--- config.mk ---
export PLATFORM = sky130hd
export DESIGN_NAME = pc_control_alu_flat
export DESIGN_NICKNAME = d
export VERILOG_FILES = /design/src/rtl/pc_control_alu_pkg.sv /design/src/rtl/pc_control_alu_if.sv /design/src/rtl/pc_control_alu_alu_core.sv /design/src/rtl/pc_control_alu.sv /design/src/flat_wrapper.sv
export SDC_FILE = /design/constraint.sdc
export NUM_CORES = 1
export LEC_CHECK = 0
export BUFFER_PORTS_ARGS = -buffer_cell sky130_fd_sc_hd__buf_2
export CORE_UTILIZATION = 31
export DETAILED_ROUTE_END_ITERATION = 8
export HOLD_SLACK_MARGIN = 0.12
export SYNTH_ARGS = -nofsm -noshare
export SYNTH_HDL_FRONTEND = slang
export SYNTH_SLANG_ARGS = --single-unit
--- constraint.sdc ---
create_clock -name i_clk -period 5.35 [get_ports i_clk]
set_input_delay 0.535 -clock i_clk [delete_from_list [all_inputs] [get_ports i_clk]]
set_output_delay 0.535 -clock i_clk [all_outputs]
set_load 0.02 [all_outputs]
--- src/rtl/pc_control_alu_pkg.sv ---
// Shared constants for the WISC-25 PC/control/ALU slice: opcodes, ALU-class
// codes, ALU operation selects and the default reset PC.
package pc_control_alu_pkg;

    localparam logic [31:0] RESET_ADDR_DEFAULT = 32'h0000_0000;

    localparam logic [6:0] OP_RTYPE  = 7'b0110011;
    localparam logic [6:0] OP_IMM    = 7'b0010011;
    localparam logic [6:0] OP_LOAD   = 7'b0000011;
    localparam logic [6:0] OP_STORE  = 7'b0100011;
    localparam logic [6:0] OP_BRANCH = 7'b1100011;
    localparam logic [6:0] OP_JAL    = 7'b1101111;
    localparam logic [6:0] OP_JALR   = 7'b1100111;
    localparam logic [6:0] OP_LUI    = 7'b0110111;
    localparam logic [6:0] OP_AUIPC  = 7'b0010111;

    typedef enum logic [2:0] {
        ALUOP_MEM    = 3'b000,
        ALUOP_BRANCH = 3'b001,
        ALUOP_RTYPE  = 3'b010,
        ALUOP_IMM    = 3'b011,
        ALUOP_UPPER  = 3'b100,
        ALUOP_JUMP   = 3'b101
    } alu_op_e;

    localparam logic [3:0] OPSEL_ADD  = 4'b0000;
    localparam logic [3:0] OPSEL_SUB  = 4'b1000;
    localparam logic [3:0] OPSEL_SLL  = 4'b0001;
    localparam logic [3:0] OPSEL_SLT  = 4'b0010;
    localparam logic [3:0] OPSEL_SLTU = 4'b0011;
    localparam logic [3:0] OPSEL_XOR  = 4'b0100;
    localparam logic [3:0] OPSEL_SRL  = 4'b0101;
    localparam logic [3:0] OPSEL_SRA  = 4'b1101;
    localparam logic [3:0] OPSEL_OR   = 4'b0110;
    localparam logic [3:0] OPSEL_AND  = 4'b0111;

endpackage

--- src/rtl/pc_control_alu_if.sv ---
// Decode bus: opcode toward the decoder, datapath/flow strobes back to the hart.
interface pc_control_alu_if;
    logic [6:0] i_opcode;
    logic       o_alu_src;
    logic       o_mem_to_reg;
    logic       o_reg_write;
    logic       o_mem_read;
    logic       o_mem_write;
    logic       o_branch;
    logic       o_jump;
    logic       o_jalr;
    logic       o_load_upper_imm;
    logic       o_upper_imm;
    logic [2:0] o_alu_op;

    modport master (
        output i_opcode,
        input  o_alu_src, o_mem_to_reg, o_reg_write, o_mem_read, o_mem_write,
        input  o_branch, o_jump, o_jalr, o_load_upper_imm, o_upper_imm, o_alu_op
    );

    modport slave (
        input  i_opcode,
        output o_alu_src, o_mem_to_reg, o_reg_write, o_mem_read, o_mem_write,
        output o_branch, o_jump, o_jalr, o_load_upper_imm, o_upper_imm, o_alu_op
    );
endinterface

--- src/rtl/pc_control_alu_alu_core.sv ---
// Combinational 32-bit integer ALU; unknown opsel codes produce zero.
module alu_core
    import pc_control_alu_pkg::*;
(
    input  logic [3:0]  i_opsel,
    input  logic [31:0] i_op1,
    input  logic [31:0] i_op2,
    output logic [31:0] o_result,
    output logic        o_alu_zero
);

    logic [4:0] shamt;
    assign shamt = i_op2[4:0];

    always_comb begin
        o_result = 32'd0;
        case (i_opsel)
            OPSEL_ADD:  o_result = i_op1 + i_op2;
            OPSEL_SUB:  o_result = i_op1 - i_op2;
            OPSEL_SLL:  o_result = i_op1 << shamt;
            OPSEL_SLT:  o_result = {31'd0, $signed(i_op1) < $signed(i_op2)};
            OPSEL_SLTU: o_result = {31'd0, i_op1 < i_op2};
            OPSEL_XOR:  o_result = i_op1 ^ i_op2;
            OPSEL_SRL:  o_result = i_op1 >> shamt;
            OPSEL_SRA:  o_result = $unsigned($signed(i_op1) >>> shamt);
            OPSEL_OR:   o_result = i_op1 | i_op2;
            OPSEL_AND:  o_result = i_op1 & i_op2;
            default:    o_result = 32'd0;
        endcase
    end

    assign o_alu_zero = (o_result == 32'd0);

endmodule

--- src/rtl/pc_control_alu.sv ---
// PC register, opcode decoder and ALU for the single-cycle WISC-25 hart.
// Optional in-core branch evaluation is enabled by defining BRANCH_EVAL_EN.
module pc_control_alu
    import pc_control_alu_pkg::*;
#(
    parameter logic [31:0] RESET_ADDR = RESET_ADDR_DEFAULT
) (
    input  logic               i_clk,
    input  logic               i_rst,
    input  logic [31:0]        i_next_pc,
    output logic [31:0]        o_current_pc,
    pc_control_alu_if.slave    ctrl,
    input  logic [3:0]         i_opsel,
    input  logic [31:0]        i_op1,
    input  logic [31:0]        i_op2,
    output logic [31:0]        o_result,
    output logic               o_alu_zero,
    input  logic [2:0]         i_funct3,
    output logic               o_branch_taken
);

    logic [31:0] pc_reg;

    // No enable: the hart holds the PC by feeding it back as next PC.
    always_ff @(posedge i_clk or negedge i_rst) begin
        if (!i_rst) pc_reg <= RESET_ADDR;
        else        pc_reg <= i_next_pc;
    end

    assign o_current_pc = pc_reg;

    always_comb begin
        ctrl.o_alu_src        = 1'b0;
        ctrl.o_mem_to_reg     = 1'b0;
        ctrl.o_reg_write      = 1'b0;
        ctrl.o_mem_read       = 1'b0;
        ctrl.o_mem_write      = 1'b0;
        ctrl.o_branch         = 1'b0;
        ctrl.o_jump           = 1'b0;
        ctrl.o_jalr           = 1'b0;
        ctrl.o_load_upper_imm = 1'b0;
        ctrl.o_upper_imm      = 1'b0;
        ctrl.o_alu_op         = ALUOP_MEM;
        case (ctrl.i_opcode)
            OP_RTYPE: begin
                ctrl.o_reg_write = 1'b1;
                ctrl.o_alu_op    = ALUOP_RTYPE;
            end
            OP_IMM: begin
                ctrl.o_alu_src   = 1'b1;
                ctrl.o_reg_write = 1'b1;
                ctrl.o_alu_op    = ALUOP_IMM;
            end
            OP_LOAD: begin
                ctrl.o_alu_src    = 1'b1;
                ctrl.o_mem_to_reg = 1'b1;
                ctrl.o_reg_write  = 1'b1;
                ctrl.o_mem_read   = 1'b1;
            end
            OP_STORE: begin
                ctrl.o_alu_src   = 1'b1;
                ctrl.o_mem_write = 1'b1;
            end
            OP_BRANCH: begin
                ctrl.o_branch = 1'b1;
                ctrl.o_alu_op = ALUOP_BRANCH;
            end
            OP_JAL: begin
                ctrl.o_jump      = 1'b1;
                ctrl.o_reg_write = 1'b1;
                ctrl.o_alu_op    = ALUOP_JUMP;
            end
            OP_JALR: begin
                ctrl.o_jalr      = 1'b1;
                ctrl.o_alu_src   = 1'b1;
                ctrl.o_reg_write = 1'b1;
                ctrl.o_alu_op    = ALUOP_JUMP;
            end
            OP_LUI: begin
                ctrl.o_load_upper_imm = 1'b1;
                ctrl.o_alu_src        = 1'b1;
                ctrl.o_reg_write      = 1'b1;
                ctrl.o_alu_op         = ALUOP_UPPER;
            end
            OP_AUIPC: begin
                ctrl.o_upper_imm = 1'b1;
                ctrl.o_alu_src   = 1'b1;
                ctrl.o_reg_write = 1'b1;
                ctrl.o_alu_op    = ALUOP_UPPER;
            end
            default: ;
        endcase
    end

    alu_core u_alu_core (
        .i_opsel    (i_opsel),
        .i_op1      (i_op1),
        .i_op2      (i_op2),
        .o_result   (o_result),
        .o_alu_zero (o_alu_zero)
    );

`ifdef BRANCH_EVAL_EN
    logic cond;

    // Compares raw operands so the decision is independent of the ALU opsel.
    always_comb begin
        cond = 1'b0;
        case (i_funct3)
            3'b000:  cond = (i_op1 == i_op2);
            3'b001:  cond = (i_op1 != i_op2);
            3'b100:  cond = ($signed(i_op1) <  $signed(i_op2));
            3'b101:  cond = ($signed(i_op1) >= $signed(i_op2));
            3'b110:  cond = (i_op1 <  i_op2);
            3'b111:  cond = (i_op1 >= i_op2);
            default: cond = 1'b0;
        endcase
    end

    assign o_branch_taken = ctrl.o_branch & cond;
`else
    logic unused_funct3;
    assign unused_funct3  = ^i_funct3;
    assign o_branch_taken = 1'b0;
`endif

endmodule

--- src/flat_wrapper.sv ---
// flat-port wrapper written by rule: the top's interface ports become plain ports
module pc_control_alu_flat import pc_control_alu_pkg::*;
#(
    parameter logic [31:0] RESET_ADDR = RESET_ADDR_DEFAULT
)
  (i_clk, i_rst, i_next_pc, o_current_pc, i_opsel, i_op1, i_op2, o_result, o_alu_zero, i_funct3, o_branch_taken, ctrl_i_opcode, ctrl_o_alu_src, ctrl_o_mem_to_reg, ctrl_o_reg_write, ctrl_o_mem_read, ctrl_o_mem_write, ctrl_o_branch, ctrl_o_jump, ctrl_o_jalr, ctrl_o_load_upper_imm, ctrl_o_upper_imm, ctrl_o_alu_op);
  pc_control_alu_if ctrl_i ();
  input  logic i_clk;
  input  logic i_rst;
  input  logic [31:0] i_next_pc;
  output logic [31:0] o_current_pc;
  input  logic [3:0] i_opsel;
  input  logic [31:0] i_op1;
  input  logic [31:0] i_op2;
  output logic [31:0] o_result;
  output logic o_alu_zero;
  input  logic [2:0] i_funct3;
  output logic o_branch_taken;
  input wire logic [$bits(ctrl_i.i_opcode)-1:0] ctrl_i_opcode;
  output wire logic [$bits(ctrl_i.o_alu_src)-1:0] ctrl_o_alu_src;
  output wire logic [$bits(ctrl_i.o_mem_to_reg)-1:0] ctrl_o_mem_to_reg;
  output wire logic [$bits(ctrl_i.o_reg_write)-1:0] ctrl_o_reg_write;
  output wire logic [$bits(ctrl_i.o_mem_read)-1:0] ctrl_o_mem_read;
  output wire logic [$bits(ctrl_i.o_mem_write)-1:0] ctrl_o_mem_write;
  output wire logic [$bits(ctrl_i.o_branch)-1:0] ctrl_o_branch;
  output wire logic [$bits(ctrl_i.o_jump)-1:0] ctrl_o_jump;
  output wire logic [$bits(ctrl_i.o_jalr)-1:0] ctrl_o_jalr;
  output wire logic [$bits(ctrl_i.o_load_upper_imm)-1:0] ctrl_o_load_upper_imm;
  output wire logic [$bits(ctrl_i.o_upper_imm)-1:0] ctrl_o_upper_imm;
  output wire logic [$bits(ctrl_i.o_alu_op)-1:0] ctrl_o_alu_op;
  assign ctrl_i.i_opcode = ctrl_i_opcode;
  assign ctrl_o_alu_src = ctrl_i.o_alu_src;
  assign ctrl_o_mem_to_reg = ctrl_i.o_mem_to_reg;
  assign ctrl_o_reg_write = ctrl_i.o_reg_write;
  assign ctrl_o_mem_read = ctrl_i.o_mem_read;
  assign ctrl_o_mem_write = ctrl_i.o_mem_write;
  assign ctrl_o_branch = ctrl_i.o_branch;
  assign ctrl_o_jump = ctrl_i.o_jump;
  assign ctrl_o_jalr = ctrl_i.o_jalr;
  assign ctrl_o_load_upper_imm = ctrl_i.o_load_upper_imm;
  assign ctrl_o_upper_imm = ctrl_i.o_upper_imm;
  assign ctrl_o_alu_op = ctrl_i.o_alu_op;
  pc_control_alu #(.RESET_ADDR(RESET_ADDR)) u_core (.i_clk(i_clk), .i_rst(i_rst), .i_next_pc(i_next_pc), .o_current_pc(o_current_pc), .ctrl(ctrl_i), .i_opsel(i_opsel), .i_op1(i_op1), .i_op2(i_op2), .o_result(o_result), .o_alu_zero(o_alu_zero), .i_funct3(i_funct3), .o_branch_taken(o_branch_taken));
endmodule
* Word-level counts from Yosys, hierarchy flattened
Cells that the tools add are included.
** Storage, ports and cells
- Register bits :: 32
- Input port bits :: 112
- Word-level logic and storage cells :: 46
** Cells by class
- Add/sub/neg operators :: 2
- $lt $le $gt $ge :: 2
- Equality and inequality tests :: 18
- Shift-type cells :: 3
- Muxes and demuxes :: 11
- Bitwise gates (word level) :: 3
- Reductions and logical operators :: 6
** Operators with widths (number)
- 32-bit one-hot mux with 10 select lines :: 1
- 32-bit < comparator :: 2
- 32-bit adder :: 1
- 32-bit bitwise AND :: 1
- 32-bit logical NOT :: 1
- 32-bit bitwise OR :: 1
- 32-bit by 5-bit << shifter with 32-bit output :: 1
- 32-bit by 5-bit right shift with 32-bit output :: 1
- 32-bit by 5-bit >>> shifter with 32-bit output :: 1
- 32-bit subtractor :: 1
- 32-bit bitwise XOR :: 1
- 7-bit by 6-bit == test with 1-bit output (second input constant) :: 3
- 7-bit == test (second input constant) :: 3
- 4-bit by 3-bit == test with 1-bit output (second input constant) :: 4
- 3-bit one-hot mux with 5 select lines :: 1
- 7-bit by 5-bit == test with 1-bit output (second input constant) :: 2
- 1-bit 2-to-1 mux :: 9
- 4-bit by 2-bit == test with 1-bit output (second input constant) :: 2
- 4-bit == test (second input constant) :: 2
- 7-bit by 2-bit == test with 1-bit output (second input constant) :: 1
- 7-bit OR reduction :: 1
- 6-bit OR reduction :: 1
- 4-bit by 1-bit == test with 1-bit output (second input constant) :: 1
- 4-bit logical NOT :: 1
- 2-bit OR reduction :: 2

* Longest topological paths before layout
Gate-level depths: netlist (run 1).
- Word-level depth :: 3
- Depth in mapped cells :: 18
- Mapped depth without buffers :: 15

* Modules after synthesis
A second synthesis (run 1) with hierarchy kept.
** Unflattened totals
- Cell total of the unflattened synthesis :: 1429
- Area, all modules :: 10438.8 um^2
** Modules (own cells, without submodules)
- alu_core :: instances 1, cells each 1364, area an instance 9434.0 um^2
- pc_control_alu :: instances 1, cells each 65, area an instance 1004.7 um^2

* Least setup slack after synthesis (run 1)
OpenSTA, ideal clock, no wires.
- Path kind :: input -> output
- Start point :: in i_op2[2]
- End point :: out o_alu_zero
- Arrival :: 5.228 ns
- Data required time :: 4.815 ns
- Path slack :: -0.413 ns
- Stages on the path :: 18
- Path buffers :: 5
- Cells stage by stage :: buf_2 clkinv_1 buf_2 buf_1 clkbuf_1 ha_1 clkbuf_1 a211oi_1 o211ai_1 a21boi_0 xnor2_1 nor2_1 or4_4 or4b_1 nor4_1 nand4b_1 nor4_1 nor4b_2
** Between the ends
- Word-level cells in the longest chain between the ends :: 3
** RTL lines
- start, declared :: RTL line flat_wrapper.sv:14 : input logic [31:0] i_op2;
- 32-bit subtractor, or another cell as far along :: RTL line pc_control_alu_alu_core.sv:19 : OPSEL_SUB: o_result = i_op1 - i_op2;
- 32-bit one-hot mux with 10 select lines * :: RTL line pc_control_alu_alu_core.sv:17 : case (i_opsel)
- via o_result[10] :: RTL line flat_wrapper.sv:15 : output logic [31:0] o_result;
- 32-bit logical NOT * :: RTL line pc_control_alu_alu_core.sv:32 : assign o_alu_zero = (o_result == 32'd0);
- end, declared :: RTL line flat_wrapper.sv:16 : output logic o_alu_zero;
The timed path passes the listed nets; every way through them passes the cells marked *.

* Final worst setup path (run 1)
- Start point :: in i_op2[1]
- End point :: out o_alu_zero
** Between the ends
- Word-level cells in the longest chain between the ends :: 3
** RTL lines (RTL line)
- 32-bit subtractor, or another cell as far along :: pc_control_alu_alu_core.sv:19
- 32-bit one-hot mux with 10 select lines * :: pc_control_alu_alu_core.sv:17
- 32-bit logical NOT * :: pc_control_alu_alu_core.sv:32
Every way passes the cells marked *; elsewhere a longest branch is shown, timed or not.

==> reports/metrics.csv, run 1 <==
stage,metric,value,unit
yosys,synth-edff-count,0,
die,die-area,34900,um^2
clocking,cts-root-buf,clkbuf_16,
sta,worst_pin_slew,1090,ps
critical_path,critPathCaptureType,output port,
power,power_density,149,nW/um^2
sta,maxSlewHeadroom,0.270,
yosys,syn_inst,1444,
critical_path,cp.arrival,4650,ps
clocking,clockBufferDepth,2,
die,coreArea,33500,um^2
flow_run,drv_cap,0,
sta,worst_slack,168,ps
clocking,cts_sinks,32,
yosys,synth-main-ff-cell,dfrtp_1,
die,initial_core_util,0.316,
critical_path,slowest_stage,mux4_2,
critical_path,crit_buf_inv,5,
yosys,ys_seq_area_frac,0.0757,
yosys,ys_types,90,
sta,hold_viol,0,
global_route,grt_first_pass_wirelength,77700,um
die,boundaryPins,191,
sta,post-route-period-util,0.969,
drt,first_iter_violations,1729,
critical_path,criticalPathCategory,primary input to output port,
yosys,synth_fp_nets,1655,
power,leakagePower,5.92,nW
placement,port_buffers,186,
drt,vias,13300,
worst_hold_path,hp-class,primary input to asynchronous set/reset pin,
yosys,async_flop_share,1.00,
clocking,tritoncts.num_buffers,5,
global_route,antenna_found_initial,1,
global_route,grt_overflow_total,0,
drt,first_pass_iters,5,
drt,wire_per_inst,24.9,um
layout,insertedDiodeCount,0,
critical_path,path_common_cell,buf_4,
yosys,synth_warnings,0,
sta,tns,0,ps
sta,fin_crit,5180,ps
drt,remaining_drc_errors,0,
global_route,grt_max_degree,55,
die,die_w,187,um
run_status,outcome,"finished, final reports clean",
global_route,first_global_vias,12200,
clocking,htree_num_levels,2,
critical_path,crit_chain,"buf_2, buf_12, mux4_2, o22a_1, a311o_1, o2bb2ai_1, or4b_1, or4_1, nor4_4, buf_4, nand4b_1, nor4_4, buf_4, nor4b_4, buf_4",
sta,maxSlewViolCount,0,
layout,final_layout_size_suffix_gt1_frac,0.273,
sta,fmax,0.193,GHz
placement,place_ws,-178,ps
drt,via_per_inst,6.24,
placement,place.gp.congestion,1.01,
critical_path,max_stage_delay,600,ps
yosys,syn_avg_cell_area,7.33,um^2
critical_path,path_delay_family,simple AND/OR/NAND/NOR gates,
drt,wl,52900,um
critical_path,crit_path_start_kind,primary input,
yosys,netlist_area,10600,um^2
critical_path,critPathMaxFanout,54,
sta,setup_violations,0,
global_route,track_usage,0.289,
clocking,cts.clk_slew.worst_paths,50,ps
clocking,cts_tree,built,
placement,dp_hpwl,42300,um
drt,ant_nets,0,
power,peakVddDrop,335,uV
die,die_y,187,um
critical_path,worstPathRequired,4820,ps
yosys,ys_seq_elements,32,
layout,syn_to_final_growth,24.0,%
layout,fin_nets,1885,
layout,largest_reg_flops,32,
die,rows,67,
## per-stage QoR
stage,utilization,power (mW),hold WS (ps),instance area [um^2],std cells
2_1_floorplan,-,1.05,239,10600,1444
3_3_place_gp,0.379,1.56,596,12700,2108
3_5_place_dp,0.379,1.57,595,12700,2108
4_1_cts,0.385,1.89,302,12900,2117
5_1_grt,0.391,2.05,341,13100,2123
6_report,0.391,1.95,286,13100,2123
## worst paths after layout
kind                       cells after the start  slack [ps]                       to    startpoint
min                                            1         290   u_core.o_current_pc[5]         i_rst
min in group i_clk                             1         360   u_core.o_current_pc[7]  i_next_pc[7]
max in group asynchronous                      1        4640  u_core.o_current_pc[17]         i_rst
max                                           15         170               o_alu_zero      i_op2[1]
## power by group
| part | switching (mW) | internal, mW | leakage (nW) | total, mW |
|---|---|---|---|---|
| combinational | 0.865 | 0.517 | 5.47 | 1.38 |
| sequential | 0.00326 | 0.255 | 0.373 | 0.258 |
| clock | 0.0948 | 0.218 | 0.0798 | 0.313 |
| total | 0.963 | 0.990 | 5.92 | 1.95 |
## final cells by class
type / instances / area, um^2
Fill cell: 3569 / 20400
Multi-Input combinational cell: 1181 / 9000
Timing Repair Buffer: 334 / 2140
Sequential cell: 32 / 801
Tap cell: 448 / 561
Inverter: 120 / 452
Clock buffer: 5 / 125
Clock inverter: 3 / 42.5
## cells by family (layout without fill, tap and decap cells)
| logic type | Yosys count | in the layout | synth area share |
|---|---|---|---|
| fa+ha+maj | 99 | 99 | 0.118 |
| other cells | 1 | 1 | 0.000354 |
| simple gates | 469 | 469 | 0.219 |
| flops | 32 | 32 | 0.0757 |
| compound gates | 469 | 469 | 0.304 |
| mux | 136 | 136 | 0.186 |
| buf+inv | 231 | 462 | 0.0913 |
| xor+xnor | 7 | 7 | 0.00579 |
## layout by cell type, fill, tap and decap left out, drive strengths merged, types with 6 or more instances in the layout
master | synthesis | final
buf | 46 | 332
nand2 | 133 | 133
inv | 119 | 119
nor2 | 115 | 115
a21oi | 102 | 102
ha | 97 | 97
o21ai | 91 | 91
mux2i | 68 | 68
mux4 | 46 | 46
nand3 | 40 | 40
nor3 | 32 | 32
dfrtp | 32 | 32
a22oi | 29 | 29
nand2b | 27 | 27
o211ai | 23 | 23
a211oi | 23 | 23
mux2 | 22 | 22
nor4 | 20 | 20
a31oi | 19 | 19
o22ai | 19 | 19
a21o | 18 | 18
nor2b | 15 | 15
and2 | 13 | 13
nand4 | 13 | 13
o31ai | 13 | 13
or4 | 13 | 13
o221ai | 12 | 12
a22o | 10 | 10
a221oi | 9 | 9
and3 | 8 | 8
o21bai | 7 | 7
or3 | 7 | 7
clkbuf | 65 | 7
a221o | 6 | 6
o2bb2ai | 6 | 6
nand4b | 6 | 6
a32oi | 6 | 6
or2 | 6 | 6
## synth_stat cells (6+ instances only)
library cell	instances	area, um^2
inv_1	119	447
o22ai_1	19	119
a221o_1	6	60.1
nor2_1	115	432
a22o_1	10	87.6
o221ai_1	12	105
nor2b_1	15	93.8
mux4_2	46	1040
buf_6	6	67.6
nand3_1	40	200
o21ai_0	85	425
a32oi_1	6	52.6
or4_1	12	90.1
a21o_1	18	135
nor4_1	20	125
buf_1	13	48.8
buf_2	22	110
mux2_2	17	191
dfrtp_1	32	801
nand4b_1	6	52.6
o21bai_1	7	52.6
o31ai_1	13	97.6
o21ai_1	6	30.0
nand4_1	13	81.3
mux2i_1	68	681
a22oi_1	28	210
nand2_1	133	499
nand2b_1	27	169
o2bb2ai_1	6	52.6
and2_1	13	81.3
clkbuf_1	65	244
and3_1	8	50.1
or3_1	7	43.8
a31oi_1	19	119
a21oi_1	101	505
nor3_1	32	160
a221oi_1	8	70.1
o211ai_1	21	158
ha_1	97	1210
a211oi_1	23	173
## metal layers
metal  up-vias  global-route usage  part of all wire
met1      6388               0.398              0.41
met4         0              0.0996             0.036
li1       5893                   -                 -
met2       863               0.460              0.45
met3       106              0.0425             0.099
met5         -                   0                 0
## timing repair
item,4_1_cts,5_1_grt
hold buffers,0,0
endpoints found under the setup margin,1,1
pin swaps,2,10
resized for setup,7,28
gates cloned,0,2
hold endpoints to repair,0,0
setup buffers,1,4
No activity file was read; power rests on OpenSTA's default activity.
==> inputs of run 2 (changes only) <==
- CTS_BUF_LIST: not set -> sky130_fd_sc_hd__clkbuf_8
- RECOVER_POWER: not set -> 25
==> reports/metrics.csv, run 2 (same netlist as run 1, synthesis figures left out) <==
stage,metric,value,unit,change
run_status,outcome,"finished, violations left",,
run_status,violations,"max-capacitance violations, max-slew violations",,
placement,dp_hpwl,42300,um,unchanged
sta,worst_pin_slew,1560,ps,+470 ps
global_route,track_usage,0.288,,-0.000898
critical_path,crit_buf_inv,5,,unchanged
global_route,grt_max_degree,55,,unchanged
drt,remaining_drc_errors,0,,unchanged
critical_path,criticalPathCategory,primary input to output port,,
drt,first_iter_violations,1712,,-0.98%
critical_path,path_delay_family,simple AND/OR/NAND/NOR gates,,
power,power_density,142,nW/um^2,-4.3%
critical_path,cp-startpoint,i_op1[1],,
sta,fmax,0.193,GHz,+0.14%
clocking,clockBufferDepth,2,,unchanged
die,initial_core_util,0.316,,unchanged
sta,hold_viol,0,,unchanged
critical_path,cp.depth,17,,+2
die,rows,67,,unchanged
critical_path,path_common_cell,buf_4,,
clocking,cts_tree,built,,
die,boundaryPins,191,,unchanged
die,die-area,34900,um^2,unchanged
layout,insertedDiodeCount,0,,unchanged
global_route,first_global_vias,12200,,+0.016%
sta,post-route-period-util,0.967,,-0.00137
layout,largest_reg_flops,32,,unchanged
critical_path,crit_path_start_kind,primary input,,
critical_path,critPathCaptureType,output port,,
placement,place_ws,-178,ps,unchanged
sta,worst_slack,176,ps,+7.31 ps
clocking,cts-root-buf,clkbuf_8,,
layout,finalCoreUtilization,0.390,,-0.00183
power,leakagePower,5.88,nW,-0.62%
layout,final_common_cell,buf_2,,
drt,wl,53100,um,+0.24%
drt,via_per_inst,6.24,,about the same
drt,ant_nets,0,,unchanged
die,die_w,187,um,unchanged
critical_path,critPathCapture,o_alu_zero,,
critical_path,cp.arrival,4640,ps,about the same
clocking,htree_num_levels,2,,unchanged
global_route,grt_first_pass_wirelength,77500,um,-0.17%
critical_path,worstPathRequired,4820,ps,about the same
global_route,antenna_found_initial,1,,unchanged
layout,syn_to_final_growth,23.4,%,
placement,place.gp.congestion,1.01,,unchanged
critical_path,slowest_stage,or4_1,,
layout,fin_nets,1885,,unchanged
power,design_power_total,1.86,mW,-4.8%
clocking,tritoncts.num_buffers,5,,unchanged
drt,first_pass_iters,7,,+2
clocking,cts.clk_slew.worst_paths,60,ps,about the same
critical_path,max_stage_delay,630,ps,+30 ps
critical_path,crit_chain,"buf_2, inv_1, ha_1, o21bai_1, o211a_1, o21ai_1, a2111oi_4, nand2b_1, nand4_1, or4_1, nor4_4, buf_4, nand4b_1, nor4_4, buf_4, nor4b_4, buf_4",,
sta,maxSlewViolCount,33,,+33
die,coreArea,33500,um^2,unchanged
sta,fin_crit,5170,ps,-7.31 ps
die,die_y,187,um,unchanged
global_route,grt_overflow_total,0,,unchanged
worst_hold_path,hold_depth,1,,
drt,wire_per_inst,25.0,um,+0.24%
layout,final_cell_mix,"buf_2 (180), buf_4 (142), nand2_1 (133), inv_1 (119), nor2_1 (114)",,
drt,vias,13300,,+0.0075%
layout,final_layout_size_suffix_gt1_frac,0.270,,-0.00239
sta,maxSlewHeadroom,-0.0402,,-0.310
clocking,cts_sinks,32,,unchanged
critical_path,critPathMaxFanout,8,,-85%
layout,num-fill-cells,3580,,+0.31%
flow_run,drv_cap,1,,+1
worst_hold_path,hp-class,primary input to register,,
sta,setup_violations,0,,unchanged
placement,port_buffers,186,,unchanged
power,peakVddDrop,178,uV,-47%
worst_hold_path,min_from,i_next_pc[7],,
==> run 2: cell types whose count changed in the layout (fill, tap and decap cells not counted) <==
cell       change
clkbuf_1       +4
clkbuf_16      -5
clkbuf_8       +5
buf_2          -4
==> run 2: area by class of cell <==
type / count / area [um^2] / area share
Clock buffer: 5 / 68.8 / 0.00527
Timing Repair Buffer: 334 / 2130 / 0.163
Tap cell: 448 / 561 / 0.0429
Sequential cell: 32 / 801 / 0.0613
Clock inverter: 3 / 42.5 / 0.00326
Multi-Input combinational cell: 1181 / 9000 / 0.689
Inverter: 120 / 452 / 0.0346
==> run 2: how the worst min path moves through the flow <==
| stage | slack (ps) | to |
|---|---|---|
| after detailed placement | 600 | u_core.o_current_pc[28] |
| final | 360 | u_core.o_current_pc[7] |
| after floorplan | 240 | u_core.o_current_pc[0] |
| after CTS | 290 | u_core.o_current_pc[28] |
| after global routing | 340 | u_core.o_current_pc[10] |
| after global placement | 600 | u_core.o_current_pc[28] |
==> run 2: per-stage QoR <==
step                hold slack (ps)  TNS, ps  instance area [um^2]  std cells
floorplan                       239        0                 10600       1444
global placement                596     -114                 12700       2108
detailed placement              595     -178                 12700       2108
CTS                             291        0                 12800       2117
global route                    343    -10.2                 13100       2123
finish                          359        0                 13100       2123
==> run 2: report_power, final <==
group,switching (mW),total [mW],internal [mW],leakage [nW]
logic,0.867,1.38,0.517,5.46
clock network,0.0816,0.219,0.137,0.0541
registers,0.00304,0.257,0.254,0.373
total,0.951,1.86,0.909,5.88
==> run 2: timing repair <==
| action | CTS | global route |
|---|---|---|
| setup buffers | 1 | 4 |
| gates cloned | 0 | 2 |
| resized for setup | 7 | 28 |
| hold buffers | 0 | 0 |
| endpoints found under the setup margin | 1 | 1 |
| pin swaps | 2 | 10 |
==> run 2: metal layers <==
layer | vias to the layer above | wire [um] | share of wire | track usage
met3 | 118 | 5190 | 0.098 | 0.0421
met2 | 873 | 23800 | 0.45 | 0.458
met1 | 6365 | 22200 | 0.42 | 0.397
met4 | 0 | 1880 | 0.035 | 0.0977
met5 | - | 0 | 0 | 0
li1 | 5895 | - | - | -
==> inputs of run 3 (changes only) <==
- ABC_AREA: not set -> 1
==> reports/metrics.csv, run 3 <==
stage,metric,value,unit,change
sta,rsz0062_at_grt,false,,
critical_path,critPathCaptureType,output port,,
sta,post-route-period-util,0.835,,-0.132
critical_path,crit_path_start_kind,primary input,,
clocking,cts_sinks,32,,unchanged
yosys,synth-edff-count,0,,unchanged
yosys,synth_xor_area_frac,0.00153,,-0.00426
placement,place.gp.congestion,1.02,,+0.59%
drt,first_iter_violations,1847,,+7.9%
placement,dp_hpwl,46600,um,+10%
drt,wl,55400,um,+4.3%
sta,maxSlewHeadroom,-0.0998,,-0.0595
yosys,synth_compound_area_frac,0.0993,,-0.204
die,die_y,194,um,+3.8%
global_route,track_usage,0.284,,-0.00472
yosys,synthSimpleGateAreaFrac,0.567,,+0.349
clocking,cts_setup_buffers,0,,-1
layout,final_layout_size_suffix_gt1_frac,0.119,,-0.151
worst_hold_path,min_from,i_next_pc[23],,
layout,final_cell_mix,"nand2_1 (759), nand3_1 (380), inv_1 (304), nor2_1 (201), buf_2 (185)",,
sta,maxSlewViolCount,33,,unchanged
flow_run,drv_cap,1,,unchanged
yosys,yosysTopAreaCell,nand2_1,,
critical_path,worstPathRequired,4820,ps,about the same
worst_hold_path,hold_depth,1,,unchanged
power,peakVddDrop,97.9,uV,-45%
die,coreArea,35900,um^2,+7.1%
clocking,tritoncts.num_buffers,5,,unchanged
global_route,grt_first_pass_wirelength,81300,um,+4.9%
critical_path,max_stage_delay,350,ps,-280 ps
yosys,async_flop_share,1.00,,unchanged
yosys,synth_commonest_cells,"nand2_1 (759), nand3_1 (380), inv_1 (303)",,
yosys,ys_types,47,,-48%
yosys,synth-main-ff-cell,dfrtp_1,,
run_status,violations,"max-capacitance violations, max-slew violations",,
clocking,cts.clk_slew.worst_paths,70,ps,about the same
sta,fin_crit,4470,ps,-707 ps
layout,syn_to_final_growth,10.6,%,
critical_path,crit_chain,"buf_2, buf_4, inv_4, ha_1, or2_1, nand3_1, nand3_1, nand3_1, nand3_1, nor2_1, nand3_1, nor2_1, nand2_1, nor2_1, nand2_1, nor2_1, buf_2",,
yosys,yosysMostFrequentCell,nand2_1,,
yosys,syn_inst,2226,,+54%
clocking,cts_tree,built,,
sta,worst_pin_slew,1650,ps,+89.3 ps
sta,setup_violations,0,,unchanged
layout,fin_nets,2554,,+35%
drt,wire_per_inst,19.7,um,-21%
yosys,synth_top_family_by_area,simple AND/OR/NAND/NOR gates,,
global_route,first_global_vias,13900,,+15%
global_route,grt_overflow_total,0,,unchanged
clocking,holdBufCountCts,0,,unchanged
yosys,synth_warnings,0,,unchanged
layout,num-fill-cells,4213,,+18%
clocking,htree_num_levels,2,,unchanged
yosys,syn_avg_cell_area,5.13,um^2,-30%
yosys,synthMuxAreaShare,0,,-0.186
sta,fmax,0.224,GHz,+16%
yosys,synthTopCellsByArea,"nand2_1 (25%), nand3_1 (17%), ha_1 (11%)",,
sta,tns,0,ps,unchanged
drt,first_pass_iters,6,,-1
yosys,ys_seq_area_frac,0.0701,,-0.00554
drt,ant_nets,0,,unchanged
clocking,cts-root-buf,clkbuf_8,,
critical_path,criticalPathCategory,primary input to output port,,
run_status,outcome,"finished, violations left",,
global_route,grt_max_degree,70,,+27%
yosys,netlist_area,11400,um^2,+7.9%
yosys,ys_seq_elements,32,,unchanged
die,die_w,194,um,+3.8%
yosys,synth_top_area_frac,0.249,,+0.135
layout,fin_area,12600,um^2,-3.3%
placement,port_buffers,186,,unchanged
drt,vias,15100,,+14%
die,rows,69,,+3.0%
critical_path,cp.arrival,3930,ps,-710 ps
die,initial_core_util,0.318,,+0.00233
critical_path,path_common_cell,nand3_1,,
worst_hold_path,min_to,u_core.o_current_pc[23],,
worst_hold_path,hp-class,primary input to register,,
drt,via_per_inst,5.39,,-14%
placement,placed_area,12500,um^2,-1.4%
layout,final_common_cell,nand2_1,,
global_route,antenna_found_initial,1,,unchanged
die,die-area,37600,um^2,+7.8%
yosys,synth_fp_nets,2437,,+47%
critical_path,critPathMaxFanout,36,,+28
sta,hold_viol,0,,unchanged
yosys,synth_fa_ha_area_frac,0.110,,-0.00867
layout,largest_reg_flops,32,,unchanged
die,boundaryPins,191,,unchanged
clocking,post_cts_resized,0,,-7
critical_path,slowest_stage,buf_4,,
clocking,clockBufferDepth,2,,unchanged
power,power_density,135,nW/um^2,-5.0%
drt,remaining_drc_errors,0,,unchanged
power,leakagePower,7.37,nW,+25%
-- run 3: cell count changes after synthesis, moves of 58 or more --
cell	delta
nand2_1	+626
nand3_1	+340
inv_1	+184
nor2_1	+86
mux2i_1	-68
clkbuf_1	-58
-- run 3: power by group --
| group | switching (mW) | leakage, nW | internal, mW |
|---|---|---|---|
| combinational | 0.883 | 6.94 | 0.345 |
| clock | 0.0864 | 0.0593 | 0.136 |
| sequential | 0.00315 | 0.373 | 0.254 |
-- run 3: kinds of logic (layout without fill, tap and decap cells) --
family,after synthesis,after routing
AO/OA/AOI/OAI,199,199
XOR/XNOR,2,2
adder cells (fa/ha/maj),99,99
buffers and inverters,409,527
flip-flops,32,32
other,1,2
AND/OR/NAND/NOR,1484,1484
-- run 3: cell type report --
class                      count  area [um^2]  share of cell area
antenna                        1         2.50            0.000198
clock inverter                 3         38.8             0.00307
sequential                    32          801              0.0634
inverter                     317         1190              0.0944
clock buffer                   5         68.8             0.00545
multi-input combinational   1785         8890               0.704
timing repair buffer         202         1060              0.0841
tap                          461          577              0.0457
-- run 3: worst max path at each step --
stage / from / end / slack [ps] / depth (start not counted)
floorplan: i_op2[4] / o_alu_zero / 1590 / 24
global placement: i_op2[0] / o_alu_zero / 960 / 17
detailed placement: i_op2[0] / o_alu_zero / 970 / 17
CTS: i_op2[0] / o_alu_zero / 960 / 17
global route: i_op2[0] / o_alu_zero / 820 / 21
finish: i_op2[0] / o_alu_zero / 880 / 17
-- run 3: metal layers --
metal	GRT usage	share of wire	vias to the layer above
met5	0	0	-
met4	0.113	0.045	0
met3	0.0419	0.089	108
met2	0.470	0.45	723
met1	0.368	0.41	6944
li1	-	-	7336
-- run 3: stage by stage --
step	utilization	cells	power, mW	hold WS (ps)	worst slack [ps]
4_1_cts	0.352	2805	1.69	308	962
2_1_floorplan	-	2226	1.05	239	1590
6_report	0.352	2806	1.71	351	882
3_3_place_gp	0.349	2797	1.45	596	957
3_5_place_dp	0.349	2797	1.46	619	969
5_1_grt	0.352	2806	1.83	339	816
-- run 3: worst max-delay path: cells and delay by family --
family	cells	cell delay, ps
buffers and inverters	4	1090
and+or+nand+nor	12	1950
adders and majority gates	1	330
